## config.mk

```make
export PLATFORM = sky130hd
export DESIGN_NAME = ro_meas_sched
export DESIGN_NICKNAME = d
export VERILOG_FILES = /design/src/rtl/ro_meas_pkg.sv /design/src/rtl/ro_meas_chan.sv /design/src/rtl/ro_meas_sched.sv
export SDC_FILE = /design/constraint.sdc
export NUM_CORES = 1
export LEC_CHECK = 0
export ABC_AREA = 1
export BUFFER_PORTS_ARGS = -buffer_cell sky130_fd_sc_hd__buf_2
export CAP_MARGIN = 0
export CORE_MARGIN = 5
export CORE_UTILIZATION = 44
export CTS_BUF_LIST = sky130_fd_sc_hd__clkbuf_8
export CTS_CLUSTER_DIAMETER = 150
export DETAILED_ROUTE_END_ITERATION = 10
export PLACE_DENSITY = 0.69
export SLEW_MARGIN = 20
export SYNTH_ARGS = -nofsm -noshare
export SYNTH_HDL_FRONTEND = slang
export SYNTH_SLANG_ARGS = --single-unit
```

## constraint.sdc

```tcl
create_clock -name mclk -period 2.8 [get_ports mclk]
set_input_delay 0.28 -clock mclk [delete_from_list [all_inputs] [get_ports mclk]]
set_output_delay 0.28 -clock mclk [all_outputs]
set_load 0.02 [all_outputs]
```

## src/rtl/ro_meas_pkg.sv

```systemverilog
// Shared state encodings and channel indices for the ring-oscillator measurement sequencer.
package ro_meas_pkg;

  typedef logic [2:0] state_t;

  localparam state_t ST_IDLE = 3'd0;
  localparam state_t ST_PRE  = 3'd1;
  localparam state_t ST_RUN  = 3'd2;
  localparam state_t ST_POST = 3'd3;
  localparam state_t ST_CAP  = 3'd4;
  localparam state_t ST_DONE = 3'd5;

  localparam logic CH_SHORT = 1'b0;
  localparam logic CH_LONG  = 1'b1;

  // Short RO always goes first when it is selected.
  function automatic logic first_ch(input logic [1:0] mask);
    return mask[0] ? CH_SHORT : CH_LONG;
  endfunction

endpackage

```

## src/rtl/ro_meas_chan.sv

```systemverilog
// One RO measurement channel: start/end snapshots, modular delta, band check and sticky alarm.
module ro_meas_chan
  import ro_meas_pkg::*;
#(
  parameter int CNT_W = 16
) (
  input  logic             mclk,
  input  logic             puc_rst_n,
  input  logic [CNT_W-1:0] ro_cnt,
  input  logic             latch_start,
  input  logic             latch_end,
  input  logic             capture,
  input  logic             alarm_clr,
  input  logic [CNT_W-1:0] thr_lo,
  input  logic [CNT_W-1:0] thr_hi,
  output logic [CNT_W-1:0] res,
  output logic             res_vld,
  output logic             alarm
);

  logic [CNT_W-1:0] cnt_start;
  logic [CNT_W-1:0] cnt_end;
  logic [CNT_W-1:0] delta;
  logic             out_of_band;

  // Counter wrap between snapshots is legal, so plain modular subtraction is the delta.
  assign delta       = cnt_end - cnt_start;
  assign out_of_band = (delta < thr_lo) || (delta > thr_hi);

  always_ff @(posedge mclk or negedge puc_rst_n) begin
    if (!puc_rst_n) begin
      cnt_start <= '0;
      cnt_end   <= '0;
      res       <= '0;
      res_vld   <= 1'b0;
      alarm     <= 1'b0;
    end else begin
      res_vld <= capture;
      if (latch_start) cnt_start <= ro_cnt;
      if (latch_end)   cnt_end   <= ro_cnt;
      if (capture)     res       <= delta;
      // A new out-of-band result beats a simultaneous clear.
      if (capture && out_of_band) alarm <= 1'b1;
      else if (alarm_clr)         alarm <= 1'b0;
    end
  end

endmodule

```

## src/rtl/ro_meas_sched.sv

```systemverilog
// Ring-oscillator measurement sequencer: gates RO enables, snapshots counters, publishes deltas.
// Optional level interrupt on any sticky alarm when RO_MEAS_IRQ_EN is defined.
module ro_meas_sched
  import ro_meas_pkg::*;
#(
  parameter int CNT_W      = 16,
  parameter int WIN_W      = 16,
  parameter int SETTLE_CYC = 3
) (
  input  logic             mclk,
  input  logic             puc_rst_n,
  input  logic             cfg_start,
  input  logic             cfg_stop,
  input  logic             cfg_cont,
  input  logic [1:0]       cfg_ch_mask,
  input  logic [WIN_W-1:0] cfg_win,
  input  logic [CNT_W-1:0] cfg_thr_lo,
  input  logic [CNT_W-1:0] cfg_thr_hi,
  input  logic [1:0]       alarm_clr,
  input  logic [CNT_W-1:0] ro_short_cnt,
  input  logic [CNT_W-1:0] ro_long_cnt,
  output logic             ro_short_en,
  output logic             ro_long_en,
  output logic [CNT_W-1:0] res_short,
  output logic [CNT_W-1:0] res_long,
  output logic [1:0]       res_vld,
  output logic             seq_done,
  output logic             busy,
  output logic [1:0]       alarm
`ifdef RO_MEAS_IRQ_EN
  ,
  output logic             irq
`endif
);

  localparam int SW = $clog2(SETTLE_CYC);

  state_t           state;
  logic             cur_ch;
  logic [1:0]       mask_q;
  logic [SW-1:0]    settle_cnt;
  logic [WIN_W-1:0] win_cnt;
  logic             settle_last;
  logic             latch_start;
  logic             latch_end;
  logic             capture;

  assign settle_last = (settle_cnt == SW'(SETTLE_CYC - 1));
  assign latch_start = (state == ST_PRE)  && settle_last && !cfg_stop;
  assign latch_end   = (state == ST_POST) && settle_last && !cfg_stop;
  assign capture     = (state == ST_CAP)  && !cfg_stop;

  always_ff @(posedge mclk or negedge puc_rst_n) begin
    if (!puc_rst_n) begin
      state      <= ST_IDLE;
      cur_ch     <= CH_SHORT;
      mask_q     <= 2'b00;
      settle_cnt <= '0;
      win_cnt    <= '0;
    end else if (cfg_stop) begin
      state      <= ST_IDLE;
      settle_cnt <= '0;
      win_cnt    <= '0;
    end else begin
      case (state)
        ST_IDLE: if (cfg_start && (|cfg_ch_mask)) begin
          state      <= ST_PRE;
          mask_q     <= cfg_ch_mask;
          cur_ch     <= first_ch(cfg_ch_mask);
          settle_cnt <= '0;
        end
        ST_PRE: if (settle_last) begin
          settle_cnt <= '0;
          // A zero window still runs the RO for one cycle.
          win_cnt    <= (cfg_win == '0) ? '0 : cfg_win - WIN_W'(1);
          state      <= ST_RUN;
        end else begin
          settle_cnt <= settle_cnt + SW'(1);
        end
        ST_RUN: if (win_cnt == '0) state <= ST_POST;
                else               win_cnt <= win_cnt - WIN_W'(1);
        ST_POST: if (settle_last) begin
          settle_cnt <= '0;
          state      <= ST_CAP;
        end else begin
          settle_cnt <= settle_cnt + SW'(1);
        end
        ST_CAP: if ((cur_ch == CH_SHORT) && mask_q[1]) begin
          cur_ch <= CH_LONG;
          state  <= ST_PRE;
        end else begin
          state <= ST_DONE;
        end
        ST_DONE: if (cfg_cont && (|cfg_ch_mask)) begin
          state      <= ST_PRE;
          mask_q     <= cfg_ch_mask;
          cur_ch     <= first_ch(cfg_ch_mask);
          settle_cnt <= '0;
        end else begin
          state <= ST_IDLE;
        end
        default: state <= ST_IDLE;
      endcase
    end
  end

  assign ro_short_en = (state == ST_RUN) && (cur_ch == CH_SHORT);
  assign ro_long_en  = (state == ST_RUN) && (cur_ch == CH_LONG);
  assign seq_done    = (state == ST_DONE);
  assign busy        = (state != ST_IDLE);

  ro_meas_chan #(.CNT_W(CNT_W)) u_chan_short (
    .mclk        (mclk),
    .puc_rst_n   (puc_rst_n),
    .ro_cnt      (ro_short_cnt),
    .latch_start (latch_start && (cur_ch == CH_SHORT)),
    .latch_end   (latch_end && (cur_ch == CH_SHORT)),
    .capture     (capture && (cur_ch == CH_SHORT)),
    .alarm_clr   (alarm_clr[0]),
    .thr_lo      (cfg_thr_lo),
    .thr_hi      (cfg_thr_hi),
    .res         (res_short),
    .res_vld     (res_vld[0]),
    .alarm       (alarm[0])
  );

  ro_meas_chan #(.CNT_W(CNT_W)) u_chan_long (
    .mclk        (mclk),
    .puc_rst_n   (puc_rst_n),
    .ro_cnt      (ro_long_cnt),
    .latch_start (latch_start && (cur_ch == CH_LONG)),
    .latch_end   (latch_end && (cur_ch == CH_LONG)),
    .capture     (capture && (cur_ch == CH_LONG)),
    .alarm_clr   (alarm_clr[1]),
    .thr_lo      (cfg_thr_lo),
    .thr_hi      (cfg_thr_hi),
    .res         (res_long),
    .res_vld     (res_vld[1]),
    .alarm       (alarm[1])
  );

`ifdef RO_MEAS_IRQ_EN
  assign irq = |alarm;
`endif

endmodule

```

# Word level (Yosys, flattened, before mapping)
# Index checks and enable logic that the tools add are counted.
[word_totals] register_bits=124 input_bits=89 output_inout_bits=40 wordCells=109
[op_classes] n_addsub=5 order_cmp=4 eq_ne=15 mux=30 n_bitwise=2 reduce_logical=38
[op_table] op="16-bit 2-to-1 mux" count=4
[op_table] op="16-bit greater-than comparator" count=2
[op_table] op="16-bit logical NOT" count=2
[op_table] op="16-bit < comparator" count=2
[op_table] op="16-bit one-hot mux with 2 select lines" count=1
[op_table] op="16-bit by 1-bit subtractor with 16-bit output, second input constant" count=2
[op_table] op="16-bit subtractor" count=2
[op_table] op="1-bit logical AND" count=18
[op_table] op="3-bit 2-to-1 mux" count=6
[op_table] op="3-bit one-hot mux with 6 select lines" count=1
[op_table] op="3-bit != test, second input constant" count=5
[op_table] op="2-bit 2-to-1 mux" count=6
[op_table] op="1-bit 2-to-1 mux" count=9
[op_table] op="3-bit nonzero test" count=3
[op_table] op="4-bit AND reduction" count=2
[op_table] op="3-bit by 2-bit == test with 1-bit output, second input constant" count=2
[op_table] op="3-bit == test, second input constant" count=2
[op_table] op="2-bit one-hot mux with 3 select lines" count=1
[op_table] op="3-bit AND reduction" count=2
[op_table] op="2-bit nonzero test" count=3
[op_table] op="5-bit AND reduction" count=1
[op_table] op="2-bit by 1-bit != test with 1-bit output, second input constant" count=2
[op_table] op="2-bit one-hot mux with 2 select lines" count=1
[op_table] op="4-bit nonzero test" count=1
[op_table] op="other kinds (11)" count=14

# Logic depth before layout (Yosys ltp)
[logic_depth] depth_word=5 mapped_depth=22 mapped_depth_nobuf=22

# Cells and area by module
# A second synthesis with hierarchy kept.
[unflattened] cells_unflattened=1247 hier_area_um2=9121.2
[by_module_without_submodules] mod="ro_meas_chan at u_chan_long" n_inst=1 cells_each=441 area_each_um2=3485.8 seq_area_each_um2=1251.2
[by_module_without_submodules] mod="ro_meas_chan at u_chan_short" n_inst=1 cells_each=442 area_each_um2=3485.8 seq_area_each_um2=1251.2
[by_module_without_submodules] mod="ro_meas_sched" n_inst=1 cells_each=364 area_each_um2=2149.6 seq_area_each_um2=575.6

# Worst setup path before layout
# Ideal clock, no wire load.
[synth_timing] path_kind="register to register" startpoint="reg u_chan_short.cnt_end[0]" endpoint="reg u_chan_short.alarm" setup_ns=0.116 arrival_time_ns=2.443 setup_slack_ns=0.241 path_stages_with_launch=20 n_path_buf=0 cell_sequence="dfrtp_1 -> inv_1 -> ha_1 -> inv_1 -> fa_1 -> nand2_1 -> nand2_1 -> nand3_1 -> nand2_1 -> nand3_1 -> nand3b_1 -> and2_1 -> ha_1 -> nand2_1 -> nor3_1 -> nand3_1 -> nand2_1 -> nand2_1 -> nand2_1 -> nand2_1"
[synth_between] elab_chain_len=5 word_cells_on_any_way=7 cone_classes="1 x add/sub; 2 x order compare; 1 x mux; 3 x reduce/logical"
[synth_rtl] item="start, declared" line="ro_meas_chan.sv:22" text="logic [CNT_W-1:0] cnt_end;"
[synth_rtl] item="start signal, assigned" line="ro_meas_chan.sv:40" text="if (latch_end) cnt_end <= ro_cnt;"
[synth_rtl] item="16-bit subtractor (*)" line="ro_meas_chan.sv:27" text="assign delta = cnt_end - cnt_start;"
[synth_rtl] item="via u_chan_short.delta[14]" line="ro_meas_chan.sv:23" text="logic [CNT_W-1:0] delta;"
[synth_rtl] item="16-bit < comparator / 16-bit greater-than comparator (equally long branches)" line="ro_meas_chan.sv:28" text="assign out_of_band = (delta < thr_lo) || (delta > thr_hi);"
[synth_rtl] item="1-bit logical OR (*)" line="ro_meas_chan.sv:28"
[synth_rtl] item="1-bit logical AND (*)" line="ro_meas_chan.sv:43" text="if (capture && out_of_band) alarm <= 1'b1;"
[synth_rtl] item="1-bit 2-to-1 mux / 2-bit nonzero test (equally long branches)"
[synth_rtl] item="end signal, assigned" line="ro_meas_chan.sv:36" text="alarm <= 1'b0;"
[synth_rtl] item="end signal, assigned" line="ro_meas_chan.sv:43"
[synth_rtl] item="end signal, assigned" line="ro_meas_chan.sv:44" text="else if (alarm_clr) alarm <= 1'b0;"
[synth_rtl] item="end, declared" line="ro_meas_chan.sv:18" text="output logic alarm"
# The timed path passes the listed nets; every way through them passes the cells marked *.
# A chain may end at the register's enable or synchronous reset.

# Final worst setup path
[layout_timing] startpoint="reg u_chan_long.cnt_end[0]" endpoint="reg u_chan_long.alarm"
[layout_between] elab_chain_len=5 word_cells_on_any_way=7 cone_classes="1 x add/sub; 2 x order compare; 1 x mux; 3 x reduce/logical"
[layout_rtl] item="start, declared" line="ro_meas_chan.sv:22"
[layout_rtl] item="start signal, assigned" line="ro_meas_chan.sv:40"
[layout_rtl] item="16-bit subtractor (*)" line="ro_meas_chan.sv:27"
[layout_rtl] item="via u_chan_long.delta[12]" line="ro_meas_chan.sv:23"
[layout_rtl] item="16-bit < comparator / 16-bit greater-than comparator (equally long branches)" line="ro_meas_chan.sv:28"
[layout_rtl] item="1-bit logical OR (*)" line="ro_meas_chan.sv:28"
[layout_rtl] item="1-bit logical AND (*)" line="ro_meas_chan.sv:43"
[layout_rtl] item="1-bit 2-to-1 mux / 2-bit nonzero test (equally long branches)"
[layout_rtl] item="end signal, assigned" line="ro_meas_chan.sv:36"
[layout_rtl] item="end signal, assigned" line="ro_meas_chan.sv:43"
[layout_rtl] item="end signal, assigned" line="ro_meas_chan.sv:44"
[layout_rtl] item="end, declared" line="ro_meas_chan.sv:18"
# Marked as above.

==> impl_metrics.toml <==
[run_status]
status = "completed"

[sta]
post-route-min-period_ns = 2.672
hold_violations = 0
max_freq_mhz = 374.2
rsz0062_at_grt = "yes"
slew_headroom_pct = 49.57
setup_violations = 0
setup_tns_ns = 0
holdWs_ns = 0.06818
slew_viol_final = 0
worstMarginPinSlew_ns = 0.7540
period_share_pct = 95.43
skew_ns = 0.01332

[grt]
antenna_found_initial = 1
grt_first_pass_wirelength_um = 39810
grt_usage_pct = 20.18
globalRouteOverflowTotal = 0
grt_pass1_vias = 8355
grt_max_degree = 124

[place]
gp_congestion = 0.9213
io_buffers = 128
place_hpwl_um = 18810
place_area_mm2 = 0.01015

[critical_path]
crit_required_ns = 3.18
path_class = "flip-flop to flip-flop"
cpMostUsedCell = "nand2_1"
crit_slowest_cell = "dfrtp_1"
crit_path_max_fanout = 3
crit_buf_inv = 2
end_kind = "flip-flop"
cp_top_family = "simple AND/OR/NAND/NOR gates"
max_stage_delay_ns = 0.37
crit_arrival_ns = 3.06
startpoint_type = "flip-flop"
crit_chain = "inv_1 > ha_2 > inv_2 > fa_2 > nand2_1 > nand2_2 > and2_4 > nand4_1 > nand4_1 > and2_4 > ha_1 > nand4_1 > a21oi_2 > nor2_1 > nand2_1 > nand2_1 > nand2_1 > nand2_1 > nand2_1"

[die]
core_area_mm2 = 0.02082
io_pins = 129
die_h_um = 154.6
rows = 53
die_w_um = 154.6
start_util_pct = 44.20
die_area_mm2 = 0.02391

[layout]
seqCellArea_mm2 = 0.003078
fin_util_pct = 53.88
design_area_mm2 = 0.01122
nets = 1630
fillers = 2019
multiInputGateArea_mm2 = 0.005859
area_delta_synth_final_pct = 21.90
drive_gt1_share_pct = 21.91
num_antenna_cells = 0

[pwr]
power.leakage_nw = 6.119
p_per_area_mw_per_mm2 = 1408
clkPwrFrac_pct = 9.9
p_int_mw = 7.819
switching_share_pct = 50.51
irDropWorstVdd_uv = 654.7
p_switching_mw = 7.980
finalPower_mw = 15.80
p_comb_share_pct = 74.2
p_seq_share_pct = 15.9

[synthesis]
yosys_warnings = 0
synth_top_area_share_pct = 33.45
synth_edf_count = 0
synth.most_common_cell = "nand2_1"
yosysSeqAreaShare_pct = 33.45
synth_common_cells = "nand2_1 (414), inv_1 (181), dfrtp_1 (123)"
ys.flop_type = "dfrtp_1"
synth-seq-cells = 123
synthCells = 1300
syn_area_mm2 = 0.009203
syn-num-nets = 1486
syn_avg_cell_area_um2 = 7.079
async_flop_share_pct = 100.0
yosys.area.top_type = "dfrtp_1"
synth_area_leaders = "dfrtp_1 (33%), nand2_1 (17%), ha_1 (13%)"
yosysUniqueCellTypes = 40

[clock_tree]
cts-root-buf = "clkbuf_8"
clk_latency_ns = 0.44
cts_sinks = 123
cts_tree = "built"
cts_buffers = 17
clk_pin_slew_ns = 0.07
cts_buffer_depth = 2
cts_htree_levels = 4

[routing]
wl_per_cell_um = 14.31
vias = 8755
drtAntennaViolNets = 0
drt_pass1_iterations = 6
routed_via_density = 5.058
drt_iter0_drc = 532
route.detailed.drc = 0
drt-total-wl_um = 24760

[worst_hold_path]
hold_path.class = "input pin to flip-flop"

[flow_run]
drv_cap = 0
routing by layer:
layer  global-route usage [%]  part of all wire (%)
met5                        0                 0.052
met4                    4.920                   1.7
met3                    3.917                   5.3
met2                    33.82                    48
met1                    26.99                    45
what timing repair did:
action,in CTS,in global routing
setup buffers,0,6
endpoints found under the setup margin,0,2
endpoints found under the hold margin,123,0
hold buffers,1,0
resized for setup,0,138
stage by stage:
stage / cells / worst slack [ns]
detailed placement: 1694 / 0.04016
floorplan: 1300 / 0.2406
global route: 1731 / -0.07928
finish: 1731 / 0.1279
CTS: 1726 / 0.01049
global placement: 1694 / 0.08449
final cells by class:
cell class                      instances  share of cell area [%]
Clock buffer                           19                   2.331
Clock inverter                         12                   1.104
Inverter                              192                   6.491
Multi-Input combinational cell        960                   52.23
Sequential cell                       123                   27.44
Tap cell                              275                   3.067
Timing Repair Buffer                  150                   7.339
power groups by stage:
stage	clock, mW	combinational [mW]	sequential [mW]
floorplan	0	7.27	2.61
CTS	1.59	10.1	2.50
detailed placement	0	10.1	2.52
global route	1.67	13.2	2.56
finish	1.56	11.7	2.51
global placement	0	9.84	2.51
path summary, 6_finish.rpt:
| check | startpoint | to | slack, ns | cells past startpoint |
|---|---|---|---|---|
| min reg2reg | u_chan_short.res[1] | u_chan_short.res[1] | 0.48 | 2 |
| max | u_chan_long.cnt_end[0] | u_chan_long.alarm | 0.13 | 19 |
| min | alarm_clr[0] | u_chan_short.alarm | 0.07 | 4 |
| min in group asynchronous | puc_rst_n | u_chan_short.res[7] | 0.39 | 3 |
| max reg2reg | u_chan_long.cnt_end[0] | u_chan_long.alarm | 0.13 | 19 |
| max in group asynchronous | puc_rst_n | u_chan_long.res[0] | 1.79 | 3 |
tightest hold or removal path: stages:
cell and delay, ns:
buf_2 0.07, inv_1 0.03, nand2_1 0.05, nand2_1 0.04
cells by family after synthesis:
kind of cell    count (synthesis)  synth area share, %
buf+inv                       217                9.748
flops                         123                33.45
fa+ha+maj                      97                13.35
simple gates                  646                30.07
compound gates                190                10.81
xor+xnor                       27                2.570
cell usage in the layout, fill, tap and decap left out, types with 4 or more instances in the layout:
master,instances
inv_2,11
clkinv_2,4
nand3_1,73
ha_2,5
clkbuf_8,19
a21oi_2,16
a21o_1,4
inv_1,179
o21ai_0,63
o22ai_1,5
nor2_4,6
nand3b_1,6
buf_2,127
nand3_2,10
nand4_1,18
nand2_1,393
nand2_4,4
xor2_1,20
o21a_1,4
nor2_2,10
ha_1,65
o21ai_1,44
nor2_1,80
nand2_2,21
xnor2_1,5
and2_4,9
buf_4,21
ha_4,25
dfrtp_1,123
a21oi_1,45
registers in the layout (all words and copies together) (netlist names), 2 cells and up:
name                    cells
u_chan_short.cnt_start     16
settle_cnt                  2
u_chan_long.cnt_start      16
win_cnt                    16
u_chan_short.cnt_end       16
state                       3
u_chan_short.res           16
u_chan_long.res            16
u_chan_long.cnt_end        16
No activity file was read; power rests on OpenSTA's default activity.
